[src/rtl/trig_mac_if.sv]
// Sample-in / result-out bundle for the trig_mac multiply-add pipeline.
// The master drives samples and clear; the slave (the datapath) returns results.
interface trig_mac_if #(
    parameter int unsigned SIZE    = 8,
    parameter int unsigned OUTSIZE = 16
);
    logic               in_valid;
    logic               mode;
    logic               clear;
    logic [SIZE-1:0]    A;
    logic [SIZE-1:0]    B;
    logic [SIZE-1:0]    C;
    logic [OUTSIZE-1:0] data_out;
    logic               out_valid;
    logic               sat;
    logic               busy;

    modport master (
        output in_valid, mode, clear, A, B, C,
        input  data_out, out_valid, sat, busy
    );

    modport slave (
        input  in_valid, mode, clear, A, B, C,
        output data_out, out_valid, sat, busy
    );
endinterface

[src/rtl/trig_mac.sv]
// Two-stage valid-qualified A*B+C pipeline with optional ACC_LEN-sample accumulation,
// saturation to all-ones with a sticky per-frame overflow flag, and synchronous clear.
module trig_mac #(
    parameter int unsigned SIZE    = 8,
    parameter int unsigned OUTSIZE = 16,
    parameter int unsigned ACC_LEN = 4
) (
    input  logic        clc,
    input  logic        rst,
    trig_mac_if.slave   bus
);

    localparam int unsigned CntW    = (ACC_LEN > 1) ? $clog2(ACC_LEN) : 1;
    localparam logic [CntW-1:0] CntLast = CntW'(ACC_LEN - 1);

    // Frame tracking
    logic [CntW-1:0]    cnt;
    logic               frame_mode;

    // Stage 1
    logic               s1_valid;
    logic               s1_first;
    logic               s1_last;
    logic [OUTSIZE-1:0] s1_prod;
    logic [SIZE-1:0]    s1_c;

    // Stage 2
    logic [OUTSIZE-1:0] acc;
    logic               ovf;
    logic               acc_active;
    logic [OUTSIZE-1:0] data_out_r;
    logic               out_valid_r;
    logic               sat_r;

    logic               eff_mode;
    logic               in_first;
    logic               in_last;
    logic [2*SIZE-1:0]  prod;
    logic [OUTSIZE-1:0] base;
    logic [OUTSIZE:0]   sum;
    logic               sum_ovf;
    logic [OUTSIZE-1:0] sum_sat;

    always_comb begin
        // The first sample of a frame uses the live mode; later samples use the latched one.
        eff_mode = (cnt == '0) ? bus.mode : frame_mode;
        in_first = !eff_mode || (cnt == '0);
        in_last  = !eff_mode || (cnt == CntLast);
        prod     = {{SIZE{1'b0}}, bus.A} * {{SIZE{1'b0}}, bus.B};
        base     = s1_first ? OUTSIZE'(s1_c) : acc;
        sum      = {1'b0, base} + {1'b0, s1_prod};
        sum_ovf  = sum[OUTSIZE];
        sum_sat  = sum_ovf ? '1 : sum[OUTSIZE-1:0];
    end

    always_ff @(posedge clc or negedge rst) begin
        if (!rst) begin
            cnt         <= '0;
            frame_mode  <= 1'b0;
            s1_valid    <= 1'b0;
            s1_first    <= 1'b0;
            s1_last     <= 1'b0;
            s1_prod     <= '0;
            s1_c        <= '0;
            acc         <= '0;
            ovf         <= 1'b0;
            acc_active  <= 1'b0;
            data_out_r  <= '0;
            out_valid_r <= 1'b0;
            sat_r       <= 1'b0;
        end else if (bus.clear) begin
            // data_out and sat deliberately hold across a clear.
            cnt         <= '0;
            s1_valid    <= 1'b0;
            acc         <= '0;
            ovf         <= 1'b0;
            acc_active  <= 1'b0;
            out_valid_r <= 1'b0;
        end else begin
            out_valid_r <= 1'b0;
            s1_valid    <= bus.in_valid;
            if (bus.in_valid) begin
                s1_prod  <= OUTSIZE'(prod);
                s1_c     <= bus.C;
                s1_first <= in_first;
                s1_last  <= in_last;
                if (cnt == '0) begin
                    frame_mode <= bus.mode;
                end
                cnt <= in_last ? '0 : cnt + CntW'(1);
            end
            if (s1_valid) begin
                if (s1_last) begin
                    data_out_r  <= sum_sat;
                    sat_r       <= ovf | sum_ovf;
                    out_valid_r <= 1'b1;
                    acc         <= '0;
                    ovf         <= 1'b0;
                    acc_active  <= 1'b0;
                end else begin
                    acc        <= sum_sat;
                    ovf        <= ovf | sum_ovf;
                    acc_active <= 1'b1;
                end
            end
        end
    end

    assign bus.data_out  = data_out_r;
    assign bus.out_valid = out_valid_r;
    assign bus.sat       = sat_r;
    assign bus.busy      = (cnt != '0) || s1_valid || acc_active;

endmodule

[src/flat_wrapper.sv]
// flat-port wrapper written by rule: the top's interface ports become plain ports
module trig_mac_flat 
#(
    parameter int unsigned SIZE    = 8,
    parameter int unsigned OUTSIZE = 16,
    parameter int unsigned ACC_LEN = 4
)
  (clc, rst, bus_in_valid, bus_mode, bus_clear, bus_A, bus_B, bus_C, bus_data_out, bus_out_valid, bus_sat, bus_busy);
  trig_mac_if #(.SIZE(SIZE), .OUTSIZE(OUTSIZE)) bus_i ();
  input  logic clc;
  input  logic rst;
  input wire logic [$bits(bus_i.in_valid)-1:0] bus_in_valid;
  input wire logic [$bits(bus_i.mode)-1:0] bus_mode;
  input wire logic [$bits(bus_i.clear)-1:0] bus_clear;
  input wire logic [$bits(bus_i.A)-1:0] bus_A;
  input wire logic [$bits(bus_i.B)-1:0] bus_B;
  input wire logic [$bits(bus_i.C)-1:0] bus_C;
  output wire logic [$bits(bus_i.data_out)-1:0] bus_data_out;
  output wire logic [$bits(bus_i.out_valid)-1:0] bus_out_valid;
  output wire logic [$bits(bus_i.sat)-1:0] bus_sat;
  output wire logic [$bits(bus_i.busy)-1:0] bus_busy;
  assign bus_i.in_valid = bus_in_valid;
  assign bus_i.mode = bus_mode;
  assign bus_i.clear = bus_clear;
  assign bus_i.A = bus_A;
  assign bus_i.B = bus_B;
  assign bus_i.C = bus_C;
  assign bus_data_out = bus_i.data_out;
  assign bus_out_valid = bus_i.out_valid;
  assign bus_sat = bus_i.sat;
  assign bus_busy = bus_i.busy;
  trig_mac #(.SIZE(SIZE), .OUTSIZE(OUTSIZE), .ACC_LEN(ACC_LEN)) u_core (.clc(clc), .rst(rst), .bus(bus_i));
endmodule
[config.mk]
export PLATFORM = sky130hd
export DESIGN_NAME = trig_mac_flat
export DESIGN_NICKNAME = d
export VERILOG_FILES = /design/src/rtl/trig_mac_if.sv /design/src/rtl/trig_mac.sv /design/src/flat_wrapper.sv
export SDC_FILE = /design/constraint.sdc
export NUM_CORES = 1
export LEC_CHECK = 0
export ABC_CLOCK_PERIOD_IN_PS = 3280
export CAP_MARGIN = 15
export CORE_MARGIN = 3
export CORE_UTILIZATION = 59
export DETAILED_ROUTE_END_ITERATION = 8
export GPL_TIMING_DRIVEN = 0
export PLACE_DENSITY = 0.81
export SLEW_MARGIN = 40
export SYNTH_ARGS = -nofsm -noshare
export SYNTH_HDL_FRONTEND = slang
export SYNTH_SLANG_ARGS = --single-unit
[constraint.sdc]
create_clock -name clc -period 3.28 [get_ports clc]
set_clock_uncertainty 0.2 [all_clocks]
set_input_delay 0.984 -clock clc [delete_from_list [all_inputs] [get_ports clc]]
set_output_delay 0.984 -clock clc [all_outputs]
set_load 0.02 [all_outputs]
# Yosys cells after proc, flatten, opt, wreduce, memory -nomap -nowiden
# Index checks and enable logic that the tools add are counted.
dict set report classes {
  add_sub_neg 2
  mul 1
  n_eq_ne 1
  mux 19
  n_bitwise 2
  n_reduce_logical 11
}
# operator n
set op_table {}
lappend op_table {{$mux 16} 5}
lappend op_table {{$add 16x16->17} 1}
lappend op_table {{$mul 8x8->16} 1}
lappend op_table {{$mux 1} 11}
lappend op_table {{$mux 2} 3}
lappend op_table {{$reduce_bool 2->1} 3}
lappend op_table {{$logic_or 1x1->1} 4}
lappend op_table {{$reduce_and 3->1} 1}
lappend op_table {{$add 2x1->2 const B} 1}
lappend op_table {{$eq 2x2->1 const B} 1}
lappend op_table {{$logic_not 2->1} 1}
lappend op_table {{$reduce_and 2->1} 1}
lappend op_table {{$logic_not 1->1} 1}
lappend op_table {{$not 1->1} 1}
lappend op_table {{$or 1x1->1} 1}
dict set report word_totals {
  ff_bits 66
  in_bits 29
  output_inout_bits 19
  elab_cells 49
}

# Depth between registers and ports, before layout
dict set report depth {
  ltp_word 7
  ltp_mapped 17
  ltp_nobuf 17
}

# Worst setup path after synthesis
# Ideal clock, no wire load.
dict set report synth_timing {
  kind {in2reg}
  start {in bus_A[2]}
  end {reg u_core.s1_prod[13]}
  setup_time_ns 0.135
  arrival_ns 4.522
  required_time_ns 2.945
  path_slack_ns -1.577
  cell_stages 14
  path_buffers 0
  cell_sequence {and2_1 -> fa_1 -> fa_1 -> fa_1 -> inv_1 -> fa_1 -> inv_1 -> ha_1 -> or2_2 -> a21oi_1 -> a211oi_1 -> nor2b_1 -> xor2_1 -> o21ai_0}
}
dict set report synth_between {
  elab_chain_cells 1
}
# item line
set synth_rtl {}
lappend synth_rtl {{from (decl)} flat_wrapper.sv:15} ;# input wire logic [$bits(bus_i.A)-1:0] bus_A;
lappend synth_rtl {{$mul 8x8->16} trig_mac.sv:49} ;# prod = {{SIZE{1'b0}}, bus.A} * {{SIZE{1'b0}}, bus.B};
lappend synth_rtl {{to (signal assigned)} trig_mac.sv:83} ;# s1_prod <= OUTSIZE'(prod);
lappend synth_rtl {{to (decl)} trig_mac.sv:24} ;# logic [OUTSIZE-1:0] s1_prod;
# No other way between the ends.
# A chain may end at the register's enable or synchronous reset.

# Final worst setup path
dict set report layout_timing {
  start {in bus_B[2]}
  end {reg u_core.s1_prod[13]}
}
dict set report layout_between {
  elab_chain_cells 1
}
# item line
set layout_rtl {}
lappend layout_rtl {{from (decl)} flat_wrapper.sv:16} ;# input wire logic [$bits(bus_i.B)-1:0] bus_B;
lappend layout_rtl {{$mul 8x8->16} trig_mac.sv:49}
# No other way between the ends.

==> results.ini <==
[clock_network]
clk_path_buf_depth=2
h-tree-depth=3
cts_made_buffers=9
cts.sinks=66
cts_root_buf=clkbuf_8
cts_hold_buf=0
tritoncts=done
path_clk_slew_ns=0.07
clk_latency_ns=0.36

[critical_path]
worstReg2RegEnd=u_core.bus.data_out[13]$_DFFE_PN0P_
worstPathRequired_ns=3.36
reg2reg_depth=11
r2r-start=u_core.s1_first$_DFFE_PN0P_
cp-start-kind=input pin
cp_max_fo=7
rrSetupSlack_ns=0.12
setup.worst_path.class=input pin to flip-flop
critPathArrivalTime_ns=4.56
end_kind=flip-flop
crit_start=bus_B[2]
endpoint=u_core.s1_prod[13]$_DFFE_PN0P_

[drt]
avgViaCountPerCell=5.638
vias=4533
routed.top_layer=met4
firstDrtPassIters=5
drtIter0Drc=192
ant_nets=0
wl_met2_mm=6.989
wl_met3_um=502
drc_errors=0
wl_met1_mm=5.444
wl_per_cell_um=16.41
wl_mm=13.20

[hold_path]
hold_path_depth=2
hp-class=flip-flop to flip-flop

[outcome]
outcome=finished, violations left
violations=setup timing

[global_routing]
grt_pass1_wl_mm=21.51
grt_pass1_vias=4588
grt_antenna_before_repair=0
grt_max_degree=35
overflow=0
grt_usage_pct=25.77

[synth]
syn-num-nets=742
synthTopCellsByArea=dfrtp_1, fa_1, ha_1, nand2_1, and2_1
postSynthCellCount=622
netlist_area_mm2=0.005565
synthFlopType=dfrtp_1
yosysMostFrequentCell=nand2_1
ys_seq_area_share_pct=29.68
async_flop_share_pct=100.0
ys_types=47
yosysTopAreaCellShare_pct=29.68
postSynthAreaPerCell_um2=8.947
yosys_warnings=0
ys_ff_latch=66
yosysTopAreaCell=dfrtp_1
synth_edf_count=0
synthTopCellsByCount=nand2_1, dfrtp_1, inv_1, ha_1, and2_1

[floorplanning]
core_area_mm2=0.008934
die_y_um=103.1
die-area_mm2=0.01063
rows=34
die_x_um=103.1
io_pins=48
start_util_pct=62.30

[place]
post_dp_cell_area_mm2=0.006350
io_buffers=47
gp_congestion=0.8750
dp_hpwl_mm=9.843

[timing]
slew_headroom_pct=57.38
hold_viol=0
max_freq_ghz=0.2232
min_period_over_period_pct=136.6
setup_violations=12
tightest_slew_ns=0.6370
rsz0062_at_grt=yes
fin_ws_ns=-1.201
slew_violations=0
period_needed_ns=4.481

[final_layout]
regArea_mm2=0.001653
multiInputGateArea_mm2=0.003963
fill_cells=589
drive_gt1_share_pct=19.25
fin_area_mm2=0.006887
final_nets=811
area_growth_pct=23.74
n_antenna_cell=0

[power_and_ir_drop]
leakage_nw=3.359
power_density_mw_per_mm2=664.6
power_mw=4.577
irDropWorstVdd_mv=0.2916

[run]
cap_violations=0

==> cells in the final DEF (no fill, tap or decap), types with 3 or more instances in the layout <==
master and n:
clkbuf_1 12, nor2b_1 16, inv_2 9, buf_4 11
xor2_1 11, buf_6 6, and2_4 12, and2_1 41
ha_1 44, a21oi_2 6, nand2_2 5, o21bai_1 3
buf_8 3, fa_1 33, buf_2 5, clkdlybuf4s50_1 30
fa_2 4, clkinvlp_4 3, clkbuf_8 9, ha_4 9
a211oi_2 4, nand2_1 85, o21a_1 3, xnor2_1 8
dfrtp_1 65, o21ai_1 10, a31oi_1 11, buf_12 7
inv_1 52, nand2b_1 3, mux2_2 9, mux2i_1 3
a21oi_1 24, nand3_1 6, a21o_1 17, o21ai_0 26
nor3_1 5, nor2_1 36
==> power by group <==
| part | switching [mW] | total, mW | internal (mW) |
|---|---|---|---|
| clock network | 0.339 | 0.692 | 0.352 |
| registers | 0.129 | 1.15 | 1.02 |
| logic | 1.47 | 2.74 | 1.27 |
==> state kept, by name, summed over array words and instances, names as in the netlist <==
| name | flops |
|---|---|
| u_core.acc | 16 |
| u_core.bus.data_out | 16 |
| u_core.s1_prod | 16 |
| u_core.s1_c | 8 |
| u_core.cnt | 2 |
| u_core.acc_active | 1 |
| u_core.bus.out_valid | 1 |
| u_core.bus.sat | 1 |
| u_core.frame_mode | 1 |
| u_core.ovf | 1 |
| u_core.s1_first | 1 |
| u_core.s1_last | 1 |
| u_core.s1_valid | 1 |
==> worst min-delay path by stage <==
stage,start,endpoint,slack (ns)
2_1_floorplan,u_core.s1_c[0]$_DFFE_PN0P_,u_core.s1_c[0]$_DFFE_PN0P_,0.24
3_3_place_gp,u_core.acc[8]$_DFFE_PN0P_,u_core.acc[8]$_DFFE_PN0P_,0.25
3_5_place_dp,u_core.acc[8]$_DFFE_PN0P_,u_core.acc[8]$_DFFE_PN0P_,0.26
4_1_cts,u_core.acc[3]$_DFFE_PN0P_,u_core.acc[3]$_DFFE_PN0P_,0.28
5_1_grt,u_core.acc[8]$_DFFE_PN0P_,u_core.acc[8]$_DFFE_PN0P_,0.30
6_report,u_core.acc[9]$_DFFE_PN0P_,u_core.acc[9]$_DFFE_PN0P_,0.28
==> cell type report <==
| class | count | share of cell area (%) |
|---|---|---|
| sequential | 66 | 24.00 |
| clock inverter | 6 | 0.9629 |
| timing repair buffer | 59 | 9.339 |
| multi-input combinational | 478 | 57.54 |
| clock buffer | 10 | 1.853 |
| buffer | 16 | 1.017 |
| tap | 108 | 1.962 |
| inverter | 61 | 3.325 |
==> logic make-up (layout without fill, tap and decap cells) <==
group / after synthesis / count (layout) / share of synthesized area (%)
AOI/OAI and AO/OA: 125 / 125 / 13.98
xor gates and xnor gates: 21 / 21 / 3.305
adders and majority gates: 91 / 91 / 25.45
buffers and inverters: 78 / 152 / 5.373
DFF: 66 / 66 / 29.68
muxes: 12 / 12 / 2.361
and+or+nand+nor: 229 / 229 / 19.85
==> timing repair <==
item / in CTS / in global routing
gates resized for setup: 125 / 36
setup buffers: 4 / 7
setup endpoints to repair: 47 / 15
pin swaps: 30 / 12
hold endpoints to repair: 0 / 0
==> metrics by stage <==
| stage | util, % | setup TNS [ns] | hold WS, ns | setup WS, ns | instances |
|---|---|---|---|---|---|
| after global placement | 70.88 | -92.98 | 0.2513 | -2.195 | 777 |
| after CTS | 74.75 | -10.00 | 0.2809 | -1.156 | 797 |
| final | 77.09 | -10.58 | 0.2766 | -1.201 | 804 |
| after floorplan | - | -10.61 | 0.2401 | -1.274 | 622 |
| after detailed placement | 71.08 | -31.54 | 0.2595 | -2.271 | 778 |
| after global routing | 77.09 | -11.96 | 0.2969 | -1.320 | 804 |
==> worst max-delay path: stages <==
cell      delay [ns]
buf_12          0.11
and2_4          0.16
fa_2            0.39
fa_1            0.47
fa_1            0.54
inv_1           0.05
fa_1            0.49
inv_2           0.05
ha_4            0.27
o21a_1          0.13
o31a_1          0.24
o21ai_2         0.12
a211oi_2        0.20
nor2b_1         0.08
xor2_1          0.16
o21ai_1         0.12
==> per-layer routing <==
layer  up-vias  global-route usage, %
li1       2200                      -
met1      2179                  30.86
met2       132                  47.26
met3        22                  3.586
met4         0                  8.665
met5         -                      0
Note: power is estimated with default switching activity, not from simulation.
